**src/rtl/stopwatch_ctrl.sv**
```systemverilog
//------------------------------------------------------------------------------
// Module   : stopwatch_ctrl
// Brief    : Tick dividers, input synchronisers, pause toggle and mode FSM for
//            the stopwatch; optional PAUSE debounce via `CTRL_DEBOUNCE_EN.
// Revision : 1.0 - initial release
//------------------------------------------------------------------------------
`default_nettype none

module stopwatch_ctrl #(
  parameter int DIV_HALF   = 50_000_000,
  parameter int DIV_SCAN   = 200_000,
  parameter int DEB_CYCLES = 1_000_000
) (
  input  logic       clk,
  input  logic       RESET,
  input  logic       PAUSE,
  input  logic       ADJ,
  input  logic       SEL,
  output logic [1:0] mode,
  output logic       paused,
  output logic       cnt_tick,
  output logic       tick_2hz,
  output logic       tick_1hz,
  output logic       tick_scan,
  output logic       blink
);

  localparam int c_half_w = (DIV_HALF > 1) ? $clog2(DIV_HALF) : 1;
  localparam int c_scan_w = (DIV_SCAN > 1) ? $clog2(DIV_SCAN) : 1;
  localparam logic [c_half_w-1:0] c_half_last = c_half_w'(DIV_HALF - 1);
  localparam logic [c_scan_w-1:0] c_scan_last = c_scan_w'(DIV_SCAN - 1);

  typedef enum logic [1:0] {
    ST_BASIC   = 2'd0,
    ST_ADJ_MIN = 2'd1,
    ST_ADJ_SEC = 2'd2
  } state_t;

  if (DIV_HALF < 1 || DIV_SCAN < 1 || DEB_CYCLES < 1) begin : g_param_check
    $error("stopwatch_ctrl: divisors and DEB_CYCLES must be >= 1");
  end

  logic [c_half_w-1:0] r_half_cnt;
  logic [c_scan_w-1:0] r_scan_cnt;
  logic                r_phase;
  logic                w_tick_2hz;
  logic                w_tick_scan;

  assign w_tick_2hz  = (r_half_cnt == c_half_last);
  assign w_tick_scan = (r_scan_cnt == c_scan_last);

  // r_phase doubles as the blink phase: both toggle on every half-second tick.
  always_ff @(posedge clk) begin
    if (RESET) begin
      r_half_cnt <= '0;
      r_phase    <= 1'b0;
    end else if (w_tick_2hz) begin
      r_half_cnt <= '0;
      r_phase    <= ~r_phase;
    end else begin
      r_half_cnt <= r_half_cnt + 1'b1;
    end
  end

  always_ff @(posedge clk) begin
    if (RESET) begin
      r_scan_cnt <= '0;
    end else if (w_tick_scan) begin
      r_scan_cnt <= '0;
    end else begin
      r_scan_cnt <= r_scan_cnt + 1'b1;
    end
  end

  // Bit order: {SEL, ADJ, PAUSE}
  logic [2:0] r_sync_meta;
  logic [2:0] r_sync;

  always_ff @(posedge clk) begin
    if (RESET) begin
      r_sync_meta <= '0;
      r_sync      <= '0;
    end else begin
      r_sync_meta <= {SEL, ADJ, PAUSE};
      r_sync      <= r_sync_meta;
    end
  end

  logic w_pause_sync;
  logic w_adj_sync;
  logic w_sel_sync;
  logic w_pause_acc;

  assign w_pause_sync = r_sync[0];
  assign w_adj_sync   = r_sync[1];
  assign w_sel_sync   = r_sync[2];

`ifdef CTRL_DEBOUNCE_EN
  localparam int c_deb_w = (DEB_CYCLES > 1) ? $clog2(DEB_CYCLES) : 1;
  localparam logic [c_deb_w-1:0] c_deb_last = c_deb_w'(DEB_CYCLES - 1);

  logic [c_deb_w-1:0] r_deb_cnt;
  logic               r_pause_acc;

  // Any cycle where the input agrees with the accepted level restarts the count.
  always_ff @(posedge clk) begin
    if (RESET) begin
      r_deb_cnt   <= '0;
      r_pause_acc <= 1'b0;
    end else if (w_pause_sync == r_pause_acc) begin
      r_deb_cnt   <= '0;
    end else if (r_deb_cnt == c_deb_last) begin
      r_deb_cnt   <= '0;
      r_pause_acc <= w_pause_sync;
    end else begin
      r_deb_cnt   <= r_deb_cnt + 1'b1;
    end
  end

  assign w_pause_acc = r_pause_acc;
`else
  assign w_pause_acc = w_pause_sync;
`endif

  logic r_pause_prev;
  logic r_paused;

  always_ff @(posedge clk) begin
    if (RESET) begin
      r_pause_prev <= 1'b0;
      r_paused     <= 1'b0;
    end else begin
      r_pause_prev <= w_pause_acc;
      if (w_pause_acc && !r_pause_prev) begin
        r_paused <= ~r_paused;
      end
    end
  end

  state_t r_state;
  state_t w_state_nxt;
  logic   w_cnt_tick;

  always_ff @(posedge clk) begin
    if (RESET) begin
      r_state <= ST_BASIC;
    end else begin
      r_state <= w_state_nxt;
    end
  end

  // Count source follows the registered state, so a mode change takes effect
  // from the cycle the mode output changes.
  always_comb begin
    w_state_nxt = r_state;
    w_cnt_tick  = 1'b0;
    if (!w_adj_sync) begin
      w_state_nxt = ST_BASIC;
    end else if (w_sel_sync) begin
      w_state_nxt = ST_ADJ_SEC;
    end else begin
      w_state_nxt = ST_ADJ_MIN;
    end
    case (r_state)
      ST_BASIC:   w_cnt_tick = w_tick_2hz & r_phase & ~r_paused;
      ST_ADJ_MIN,
      ST_ADJ_SEC: w_cnt_tick = w_tick_2hz & ~r_paused;
      default:    w_cnt_tick = 1'b0;
    endcase
  end

  assign mode      = r_state;
  assign paused    = r_paused;
  assign cnt_tick  = w_cnt_tick;
  assign tick_2hz  = w_tick_2hz;
  assign tick_1hz  = w_tick_2hz & r_phase;
  assign tick_scan = w_tick_scan;
  assign blink     = r_phase;

endmodule

`default_nettype wire
```
**config.mk**
```make
export PLATFORM = sky130hd
export DESIGN_NAME = stopwatch_ctrl
export DESIGN_NICKNAME = d
export VERILOG_FILES = /design/src/rtl/stopwatch_ctrl.sv
export SDC_FILE = /design/constraint.sdc
export NUM_CORES = 1
export LEC_CHECK = 0
export ABC_AREA = 1
export BUFFER_PORTS_ARGS = -buffer_cell sky130_fd_sc_hd__buf_2
export CAP_MARGIN = 20
export CORE_MARGIN = 10
export CORE_UTILIZATION = 52
export DETAILED_ROUTE_END_ITERATION = 8
export PLACE_DENSITY = 0.69
export SLEW_MARGIN = 20
export SYNTH_ARGS = -nofsm -noshare
export SYNTH_HDL_FRONTEND = slang
export SYNTH_SLANG_ARGS = --single-unit
```
**constraint.sdc**
```tcl
create_clock -name clk -period 4.9 [get_ports clk]
set_clock_uncertainty 0.2 [all_clocks]
set_input_delay 0.735 -clock clk [delete_from_list [all_inputs] [get_ports clk]]
set_output_delay 0.735 -clock clk [all_outputs]
set_load 0.02 [all_outputs]
```
Word-level counts from Yosys, hierarchy flattened. Cells that the tools add are included.

$add $sub $neg: 2. Multiply operators: 0. Bitwise gates (word level): 6. Shifts and indexed selects: 0. Div/mod/pow operators: 0. Reductions and logical operators: 7. Multiplexer cells: 2. $lt $le $gt $ge: 0. Eq/ne operators: 4.

Operators by type and width (count): $add 26x1->26 const B (1); $eq 26x26->1 const B (1); $add 18x1->18 const B (1); $eq 18x18->1 const B (1); $reduce_or 2->1 (4); $and 1x1->1 (3); $not 1->1 (3); $eq 2x1->1 const B (1); $eq 2x2->1 const B (1); $logic_not 2->1 (1); $mux 2 (1); $pmux 1 s2 (1); $logic_and 1x1->1 (1); $logic_not 1->1 (1).

Memories kept: 0. RAM bits: 0. Memory bits (read-only): 0. Bits in latches: 0. Register bits after elaboration: 55. Input port bits: 5.

Longest topological paths before layout.
Depth in word-level cells: 4. Mapped depth: 9. Mapped depth without buffers: 9.

Worst setup path after synthesis. No wires, ideal clock.

Path type: register to output. From: register r_scan_cnt[0]. To: output port tick_scan. Cell stages (with the launch flop): 7. Arrival time: 1.358 ns. Buffers on the path: 0. Setup slack: 2.607 ns. Cells stage by stage: dfxtp_1 -> ha_1 -> nand2_1 -> nor2_1 -> nand2_1 -> or2_1 -> nor2_1.

Word-level cells in the longest chain between the ends: 1.

RTL lines: start: declaration (line 44) `logic [c_scan_w-1:0] r_scan_cnt;`; start signal: assignment (line 71) `r_scan_cnt <= r_scan_cnt + 1'b1;`; $eq 18x18->1 (line 50) `assign w_tick_scan = (r_scan_cnt == c_scan_last);`; end: declaration (line 24) `output logic tick_scan,`.

No other way between the ends.

Worst setup path in the final report.
From: register r_half_cnt[0]. To: output port tick_1hz.

Word-level cells in the longest chain between the ends: 2.

RTL lines: start: declaration (line 43) `logic [c_half_w-1:0] r_half_cnt;`; start signal: assignment (line 61) `r_half_cnt <= r_half_cnt + 1'b1;`; $eq 26x26->1 (line 49) `assign w_tick_2hz = (r_half_cnt == c_half_last);`; $and 1x1->1 (line 176) `assign tick_1hz = w_tick_2hz & r_phase;`; end: declaration (line 23) `output logic tick_1hz,`.

No other way between the ends.

==> results_dict.tcl <==
set metrics [dict create \
    status "completed" \
    htree_levels 2 \
    grt_pass1_vias 2172 \
    hold_depth 2 \
    yosys_most_used_dff "dfxtp_1" \
    final_nets 440 \
    cp.depth 6 \
    ant_nets 0 \
    required_ns 3.96 \
    grt_overflow 0 \
    avgSynthCellArea_um2 6.751 \
    place_congestion 0.9319 \
    max_slew_margin_pct 77.04 \
    syn_area_um2 2815 \
    ys_seq_area_share_pct 39.11 \
    insertion_delay_ns 0.32 \
    vias 2416 \
    p_sw_uw 182.2 \
    first_pass_iters 4 \
    ys_ff_latch 55 \
    dp_worst_setup_slack_ns 2.545 \
    power.leakage_nw 1.048 \
    cts_root_buf "clkbuf_8" \
    p_int_uw 566.9 \
    hold_ws_ns 0.2168 \
    p_seq_share_pct 61.4 \
    hp-class "flip-flop to flip-flop" \
    arrival_ns 1.76 \
    dpl-instance-area_um2 2925 \
    placementRows 26 \
    critPathBufInv 1 \
    die_x_um 93.58 \
    portBuffers 12 \
    cts.sink_count 55 \
    power_density_nw_per_um2 248.1 \
    core-area_um2 5172 \
    worst_pin_slew_ns 0.3432 \
    wl_mm 5.413 \
    synth_top_area_share_pct 39.11 \
    rsz0062_at_grt "no" \
    synth.distinct_cells 28 \
    fmax_mhz 370.8 \
    nFillCells 488 \
    cpMaxStageDelayCell "dfxtp_1" \
    viasPerCell 4.803 \
    cts_tree "built" \
    area_growth_pct 7.245 \
    clock_path_buffers 2 \
    setup_violations 0 \
    startpoint_type "flip-flop" \
    drive_above_1_share_pct 11.55 \
    clk_pin_slew_ns 0.11 \
    timing.setup.tns_ns 0 \
    io_pins 13 \
    synth-edff-count 0 \
    cts_resized 0 \
    antenna_found_initial 0 \
    max_cap_violations 0 \
    postCtsSetupBuffers 0 \
    cts_buffers 5 \
    slew_violations 0 \
    stdcell_area_um2 3019 \
    yosys_warnings 0 \
    synth_most_common_cell "nand2_1" \
    hold_violations 0 \
    critPathKind "flip-flop to output pin" \
    worstPathMaxFanout 6 \
    reg2reg_depth 8 \
    die_y_um 93.58 \
    drt-initial-drc-count 135 \
    pwr-share-clk_pct 35.5 \
    initial_core_util_pct 54.43 \
    ys_async_sr_fraction_pct 0 \
    pwr-share-comb_pct 3.1 \
    hpwl_mm 4.112 \
    crit_family "simple AND/OR/NAND/NOR gates" \
    crit_chain "ha_1 > nand3_4 > nor3_1 > nand3_1 > nor2_1 > buf_2" \
    min_period_ns 2.697 \
    ir_drop_v 0.0001253 \
    diodes 0 \
    synth_top_cell_by_area "dfxtp_1" \
    post-route-period-util_pct 55.04 \
    syn_inst 417 \
    ctsHoldBuffers 0 \
    synth_nets 425 \
    grt_usage_pct 13.11 \
    max_stage_delay_ns 0.39 \
    wire_per_inst_um 10.76 \
    synth_common_cells "104 x nand2_1, 91 x nor2_1, 55 x dfxtp_1" \
    dieArea_um2 8757 \
    grt_pass1_wl_mm 9.584 \
    drcViolationCount 0 \
    ys_top_cells_by_area "dfxtp_1 39%, nand2_1 14%, nor2_1 12%" \
    crit_path_end_kind "output pin" \
    setup_ws_ns 2.203 \
    swShare_pct 24.32 \
    grt_max_degree 27 \
]
==> metrics by stage <==
stage | util (%) | total power [mW] | cells
floorplan | - | 0.4895 | 417
global placement | 56.56 | 0.4928 | 495
detailed placement | 56.56 | 0.4940 | 495
CTS | 58.37 | 0.7588 | 503
global route | 58.37 | 0.7793 | 503
finish | 58.37 | 0.7491 | 503
==> final cells by class <==
cell class / count / area (um2) / share of cell area (%)
multi-input cells: 306 / 1481 / 49.07
flip-flops and latches: 55 / 1101 / 36.47
inverters: 52 / 195.2 / 6.465
well taps: 70 / 87.58 / 2.901
clock buffers: 5 / 68.82 / 2.279
repair buffers: 12 / 60.06 / 1.989
clock inverters: 3 / 25.02 / 0.8288
==> per-layer routing <==
layer	up-vias	routed length (um)	track usage, %
met4	0	64	3.924
met5	-	0	0
met2	35	2271	20.30
li1	1312	-	-
met3	7	286	3.677
met1	1062	2791	17.27
==> state kept, by name (all words and copies together), names as in the netlist <==
name / count
r_half_cnt: 26
r_scan_cnt: 18
r_sync: 3
r_sync_meta: 3
mode: 2
blink: 1
paused: 1
r_pause_prev: 1
==> layout by cell type, fill, tap and decap left out, types with 5 or more instances in the layout <==
cell type,n
a21oi_1,21
buf_2,12
clkbuf_8,5
dfxtp_1,55
inv_1,51
nand2_1,104
nand3_1,26
nor2_1,91
nor2_2,9
nor2_4,5
xnor2_1,7
xor2_1,8
==> path summary, 6_finish.rpt <==
kind                                  start                  endpoint  slack, ns
setup / recovery   r_half_cnt[0]$_SDFF_PP0_                  tick_1hz       2.20
hold reg to reg   r_sync_meta[2]$_SDFF_PP0_      r_sync[2]$_SDFF_PP0_       0.22
hold / removal    r_sync_meta[2]$_SDFF_PP0_      r_sync[2]$_SDFF_PP0_       0.22
setup reg to reg   r_scan_cnt[0]$_SDFF_PP0_  r_scan_cnt[9]$_SDFF_PP0_       3.13
==> tightest hold or removal path: cells and delay by family (launching register included) <==
kind / cells / cell delay, ns
buffers and inverters: 1 / 0.04
DFF: 1 / 0.31
and+or+nand+nor: 1 / 0.03
==> cells by family after synthesis <==
group	synth area share [%]
AO/OA/AOI/OAI	4.933
XOR/XNOR	4.667
adder cells (fa/ha/maj)	1.333
buffers and inverters	8.266
flip-flops	39.11
AND/OR/NAND/NOR	41.69
==> power by group through the flow <==
stage	registers [mW]	clock network, mW	logic (mW)
after floorplan	0.470	0	0.0193
after global placement	0.470	0	0.0228
after detailed placement	0.470	0	0.0235
after CTS	0.460	0.275	0.0236
after global routing	0.461	0.291	0.0267
final	0.460	0.266	0.0230
(Power assumes the default switching activity.)
